<file path="src/rtl/ysyx_23060187_pkg.sv">
// Shared definitions for the ysyx_23060187 core: IFU state encoding,
// bus response codes and the common reset PC.
package ysyx_23060187_pkg;

    typedef enum logic [2:0] {
        IFU_IDLE    = 3'd0,
        IFU_REQ     = 3'd1,
        IFU_RESP    = 3'd2,
        IFU_HOLD    = 3'd3,
        IFU_WAIT_PC = 3'd4,
        IFU_FAULT   = 3'd5
    } ifu_state_e;

    localparam logic [1:0]  RESP_OKAY        = 2'b00;

    // Also used by the CSR / difftest setup, so it lives here.
    localparam logic [31:0] DEFAULT_RESET_PC = 32'h8000_0000;

    // Instruction addresses must be word aligned.
    function automatic logic pc_misaligned(input logic [31:0] addr);
        return addr[1:0] != 2'b00;
    endfunction

endpackage

</file>
<file path="src/rtl/ysyx_23060187_ifu.sv">
// Instruction fetch unit: one AXI4-Lite-style read per instruction,
// hands the word to the IDU, then waits for the next PC from write-back.
// Bus errors, response timeouts and misaligned next-PCs park the unit in
// a sticky FAULT state that only reset clears.
module ysyx_23060187_ifu
    import ysyx_23060187_pkg::*;
#(
    parameter logic [31:0] RESET_PC       = DEFAULT_RESET_PC,
    parameter int unsigned TIMEOUT_CYCLES = 255
) (
    input  logic        clk,
    input  logic        rst,
    output logic [31:0] ifu_araddr,
    output logic        ifu_arvalid,
    input  logic        ifu_arready,
    input  logic [31:0] ifu_rdata,
    input  logic [1:0]  ifu_rresp,
    input  logic        ifu_rvalid,
    output logic        ifu_rready,
    output logic [31:0] IFU_inst,
    output logic [31:0] IFU_pc,
    output logic        IFU_IDU_valid,
    input  logic        IDU_IFU_ready,
    input  logic        WBU_IFU_valid,
    input  logic [31:0] WBU_dnpc,
    output logic        IFU_WBU_ready,
    output logic        ifu_fault
);

    localparam int               CNT_W   = $clog2(TIMEOUT_CYCLES + 1);
    localparam logic [CNT_W-1:0] CNT_MAX = CNT_W'(TIMEOUT_CYCLES);

    ifu_state_e       state;
    ifu_state_e       state_nxt;
    logic [31:0]      pc;
    logic [CNT_W-1:0] timeout_cnt;
    logic             timeout_hit;
    logic             resp_fire;
    logic             resp_ok;

    // The fetch address is the PC register itself, so it cannot move
    // while an address request is outstanding.
    assign ifu_araddr  = pc;
    assign timeout_hit = (timeout_cnt == CNT_MAX);
    assign resp_fire   = (state == IFU_RESP) && ifu_rvalid;
    assign resp_ok     = (ifu_rresp == RESP_OKAY);

    // Next-state decode; a response in the timeout cycle takes priority.
    always_comb begin
        state_nxt = state;
        case (state)
            IFU_IDLE:    state_nxt = IFU_REQ;
            IFU_REQ:     if (ifu_arready) state_nxt = IFU_RESP;
            IFU_RESP: begin
                if (ifu_rvalid)
                    state_nxt = resp_ok ? IFU_HOLD : IFU_FAULT;
                else if (timeout_hit)
                    state_nxt = IFU_FAULT;
            end
            IFU_HOLD:    if (IDU_IFU_ready) state_nxt = IFU_WAIT_PC;
            IFU_WAIT_PC: begin
                if (WBU_IFU_valid)
                    state_nxt = pc_misaligned(WBU_dnpc) ? IFU_FAULT : IFU_REQ;
            end
            IFU_FAULT:   state_nxt = IFU_FAULT;
            default:     state_nxt = IFU_FAULT;
        endcase
    end

    // State, PC, captured instruction, timeout counter and registered handshakes.
    always_ff @(posedge clk or negedge rst) begin
        if (!rst) begin
            state         <= IFU_IDLE;
            pc            <= RESET_PC;
            IFU_inst      <= '0;
            IFU_pc        <= RESET_PC;
            timeout_cnt   <= '0;
            ifu_arvalid   <= 1'b0;
            ifu_rready    <= 1'b0;
            IFU_IDU_valid <= 1'b0;
            IFU_WBU_ready <= 1'b0;
            ifu_fault     <= 1'b0;
        end else begin
            state         <= state_nxt;
            ifu_arvalid   <= (state_nxt == IFU_REQ);
            ifu_rready    <= (state_nxt == IFU_RESP);
            IFU_IDU_valid <= (state_nxt == IFU_HOLD);
            IFU_WBU_ready <= (state_nxt == IFU_WAIT_PC);
            ifu_fault     <= (state_nxt == IFU_FAULT);

            // Counter restarts on every address handshake and stops at the limit.
            if ((state == IFU_REQ) && ifu_arready)
                timeout_cnt <= '0;
            else if ((state == IFU_RESP) && !ifu_rvalid && !timeout_hit)
                timeout_cnt <= timeout_cnt + 1'b1;

            // Instruction and its PC are captured together so they always match.
            if (resp_fire && resp_ok) begin
                IFU_inst <= ifu_rdata;
                IFU_pc   <= pc;
            end

            // A misaligned next-PC is rejected and the old PC is kept.
            if ((state == IFU_WAIT_PC) && WBU_IFU_valid && !pc_misaligned(WBU_dnpc))
                pc <= WBU_dnpc;
        end
    end

endmodule
</file>
<file path="config.mk">
export PLATFORM = sky130hd
export DESIGN_NAME = ysyx_23060187_ifu
export DESIGN_NICKNAME = d
export VERILOG_FILES = /design/src/rtl/ysyx_23060187_pkg.sv /design/src/rtl/ysyx_23060187_ifu.sv
export SDC_FILE = /design/constraint.sdc
export NUM_CORES = 1
export LEC_CHECK = 0
export BUFFER_PORTS_ARGS = -buffer_cell sky130_fd_sc_hd__clkbuf_2
export CAP_MARGIN = 20
export CORE_ASPECT_RATIO = 0.6
export CORE_MARGIN = 3
export CORE_UTILIZATION = 52
export DETAILED_ROUTE_END_ITERATION = 6
export GPL_TIMING_DRIVEN = 1
export MAX_ROUTING_LAYER = met4
export PLACE_DENSITY = 0.84
export SLEW_MARGIN = 20
export SYNTH_ARGS = -nofsm -noshare
export SYNTH_HDL_FRONTEND = slang
export SYNTH_SLANG_ARGS = --single-unit
</file>
<file path="constraint.sdc">
create_clock -name clk -period 5.69 [get_ports clk]
set_input_delay 0.2845 -clock clk [delete_from_list [all_inputs] [get_ports clk]]
set_output_delay 0.2845 -clock clk [all_outputs]
set_load 0.01 [all_outputs]
</file>
After elaboration in Yosys (flattened, before gate mapping) --
Cells that the tools add are included.
Storage, ports and cells: output and inout bits 101, flip-flop bits (word level) 112
Operators by class: eq/ne operators 10, add/subtract/negate cells 1, reductions and logical operators 14, multiplexer cells 10
Operators with widths (number):
- 2-to-1 mux 3 bit | 7
- 2-to-1 mux 8 bit | 2
- one-hot mux 3 bit (5 select lines) | 1
- == test 3 x 2 -> 1 bit (second input constant) | 4
- == test 3 bit (second input constant) | 3
- adder 8 x 1 -> 8 bit (second input constant) | 1
- == test 8 bit (second input constant) | 1
- logical AND 1 bit | 7
- == test 3 x 1 -> 1 bit (second input constant) | 2
- nonzero test 2 bit | 2
- zero test 1 bit | 3
- zero test 3 bit | 1
- zero test 2 bit | 1

Longest topological paths before layout --
depth after elaboration 5, depth in mapped cells 6, gate-level depth less buffers 5

Least setup slack after synthesis --
OpenSTA, ideal clock, no wires.
path type register to register, start register state[2], end register timeout_cnt[5], arrival 1960 ps, cell stages (with the launch flop) 7, setup slack 3653 ps, period minus slack after synthesis 2037 ps, buffers on the path 2, library setup time 78 ps, cells stage by stage dfrtp_1 > buf_6 > or4b_4 > a21o_1 > buf_6 > or4_1 > a21oi_1
Between the ends: word-level cells in the longest chain between the ends 4
Ends and longest elaborated chain:
- from (decl) | RTL line ysyx_23060187_ifu.sv:33 | ifu_state_e state;
- from (signal assigned) | RTL line ysyx_23060187_ifu.sv:84 | state <= state_nxt;
- == test 3 x 2 -> 1 bit | RTL line ysyx_23060187_ifu.sv:94 | else if ((state == IFU_RESP) && !ifu_rvalid && !timeout_hit)
- logical AND 1 bit (2 in a row) | RTL line ysyx_23060187_ifu.sv:94
- nonzero test 2 bit (no line)
- to (signal assigned) | RTL line ysyx_23060187_ifu.sv:95 | timeout_cnt <= timeout_cnt + 1'b1;
- to (decl) | RTL line ysyx_23060187_ifu.sv:36 | logic [CNT_W-1:0] timeout_cnt;
Several ways; a longest one is shown, not always the timed one. A chain may end at the register's enable or synchronous reset.

Worst setup path in the final report --
start register state[2], end register IFU_pc[5]
Between the ends: word-level cells in the longest chain between the ends 3
Ends and longest elaborated chain:
- == test 3 x 2 -> 1 bit | RTL line ysyx_23060187_ifu.sv:45 | assign resp_fire = (state == IFU_RESP) && ifu_rvalid;
- logical AND 1 bit | RTL line ysyx_23060187_ifu.sv:45
- logical AND 1 bit | RTL line ysyx_23060187_ifu.sv:98 | if (resp_fire && resp_ok) begin
- to (signal assigned) | RTL line ysyx_23060187_ifu.sv:100 | IFU_pc <= pc;
- to (decl) | RTL line ysyx_23060187_ifu.sv:21 | output logic [31:0] IFU_pc,
Every way passes these cells.

==> impl_metrics.toml <==
[setup_path]
cp.required_ps = 5910
endpoint_kind = "flop"
cp_slowest_stage_delay_ps = 940
rr_worst_depth = 3
start_kind = "flop"
worstReg2RegEnd = "IFU_pc[5]"
cp_slowest_cell = "or4b_4"
arrival_ps = 2720
worstPathMaxFanout = 66
reg2reg_setup_slack_ps = 3190
cpLargestDelayFamily = "simple AND/OR/NAND/NOR gates"
crit_buf_inv = 0
crit_end = "IFU_pc[5]"
startpoint = "state[2]"
r2r_start = "state[2]"
path_depth = 3
path_cells = "or3b_1 -> or4b_4 -> mux2_4"
path_class = "flop to flop"

[routing]
num_vias = 2897
routed_via_density = 5.12
drt-initial-drc-count = 130
routedWlPerCell_microns = 16.6
drc = 0
routed_wl_mm = 9.40
ant_nets = 0
firstDrtPassIters = 4

[sta]
post-route-period-util_pct = 44.0
fin_worst_skew_ps = 2.45
slew-limit-headroom_pct = 28.0
final-setup-viol-count = 0
fin_ws_ps = 3190
rsz0062_at_grt = "false"
drv_slew = 0
period_needed_ps = 2500
final.setup.tns_ps = 0
worst_pin_slew_ps = 1080
hold_viol = 0
clock.fmax_mhz = 400

[power_and_ir_drop]
powerDensity_nw_per_um2 = 406
p_leak_nw = 3.22
ir_worst_vdd_mv = 0.248

[synthesis]
syn_inst = 280
syn-cell-area_sq_um = 4500
yosysWarningCount = 0
ys.flop_type = "dfrtp_1"
synthArstFlopShare_pct = 100
synth-seq-cells = 112
syn_nets = 353
avgSynthCellArea_sq_um = 16.1
ys_types = 39
synth_edf_count = 0
ys_seq_area_share_pct = 62.3

[global_routing]
grtUsageTotal_pct = 20.5
grt_remaining_overflow = 0
antenna_found_initial = 0
grt_max_degree = 68
grt_pass1_wl_mm = 15.6
grt_pass1_vias = 3087

[floorplanning]
start_util_pct = 55.3
die_area_sq_um = 9840
core-area_sq_um = 8130
io_pins = 173
die_h_microns = 78.1
rows = 25
fp.dieW_microns = 126

[cts]
clock_latency_ps = 330
clkSinkCount = 112
numCtsBuffers = 9
cts.clk_slew.worst_paths_ps = 70
cts_tree = "yes"
htreeDepth = 3
cts_max_path_buffers = 2
clockRootBuffer = "clkbuf_16"
cts_setup_buffers = 0

[placement]
placed_cells = 549
place_congestion = 0.893
io_buffers = 172
hpwl_mm = 6.88
dp_slack_ps = 3210

[run_status]
run_status = "completed"

[finish]
layout_commonest_cell = "clkbuf_2"
mostFrequentLayoutCells = "171 x clkbuf_2, 110 x dfrtp_1, 56 x mux2_2"
diodes = 0
nets = 526
stdcell_count = 566
syn2layout_area_growth_pct = 27.6
final_layout_size_suffix_gt1_share_pct = 63.1

[run]
cap_violations = 0

[worst_hold_path]
hold_class = "input port to flop"
## cells in the mapped netlist (2+ instances only)
cell type  count  area [sq um]
nor2_1         9          33.8
nor3b_1        2          15.0
xor2_1         2          17.5
nand3_1        4          20.0
or3_1          2          12.5
mux2_2        56           631
mux2_4        38           571
nand2_1        4          15.0
dfstp_2        2          52.6
or4b_4         2          27.5
o31ai_1        2          15.0
or4_1          3          22.5
and2_1         3          18.8
buf_6          7          78.8
xnor2_1        2          17.5
a21oi_1        7          35.0
o21ai_0        2          10.0
dfrtp_1      110          2750
buf_2          2          10.0
buf_1          2          7.51
## flip-flops by register name, summed over array words and instances, names as in the netlist
name           cells
IFU_inst          32
IFU_pc            32
ifu_araddr        32
timeout_cnt        8
state              3
IFU_IDU_valid      1
IFU_WBU_ready      1
ifu_arvalid        1
ifu_fault          1
ifu_rready         1
## logic make-up after synthesis
group | synth area share, %
buffers and inverters | 2.31
multiplexers | 26.9
AND/OR/NAND/NOR | 5.23
XOR/XNOR | 0.779
flip-flops | 62.3
AO/OA/AOI/OAI | 2.14
adder cells (fa/ha/maj) | 0.278
## per-layer routing
metal	track usage, %	part of all wire (%)	vias up
met5	-	0	-
met4	4.50	0.69	0
met3	6.93	7.8	8
met2	30.9	45	121
met1	27.5	46	1426
li1	-	-	1342
## final cells by class
class,count,area (sq um)
Fill cell,570,2390
Tap cell,108,135
Clock inverter,7,95.1
Multi-Input combinational cell,155,1600
Clock buffer,9,225
Sequential cell,112,2810
Inverter,1,3.75
Timing Repair Buffer,174,881
## worst min path at each step
| stage | slack, ps | endpoint | from | cells past startpoint |
|---|---|---|---|---|
| floorplan | -10 | IFU_IDU_valid | rst | 0 |
| global placement | 310 | ifu_araddr[18] | rst | 1 |
| detailed placement | 310 | ifu_araddr[21] | rst | 1 |
| CTS | 160 | IFU_inst[28] | ifu_rdata[28] | 2 |
| global route | 150 | IFU_inst[28] | ifu_rdata[28] | 2 |
| finish | 170 | IFU_inst[28] | ifu_rdata[28] | 2 |
## stage by stage
step | utilization [%] | hold WS (ps) | instance area, sq um | power [mW]
floorplan | - | -11.1 | 4500 | 1.41
global placement | 66.5 | 306 | 5410 | 1.66
detailed placement | 66.5 | 310 | 5410 | 1.69
CTS | 70.6 | 162 | 5740 | 2.36
global route | 70.6 | 150 | 5740 | 2.46
finish | 70.6 | 174 | 5740 | 2.33
## timing repair
action,CTS,global route
endpoints found under the hold margin,45,0
resized for setup,0,0
hold buffers,1,0
endpoints found under the setup margin,0,0
## power by group
group | internal (mW) | leakage (nW) | switching [mW]
Clock | 0.386 | 0.156 | 0.275
Combinational | 0.291 | 1.57 | 0.253
Sequential | 0.983 | 1.50 | 0.140
## worst register-to-register path: stages (launching register included)
cell	delay (ps)
dfrtp_1	480
or3b_1	470
or4b_4	940
mux2_4	500
Power figures use the tool's default switching activity.
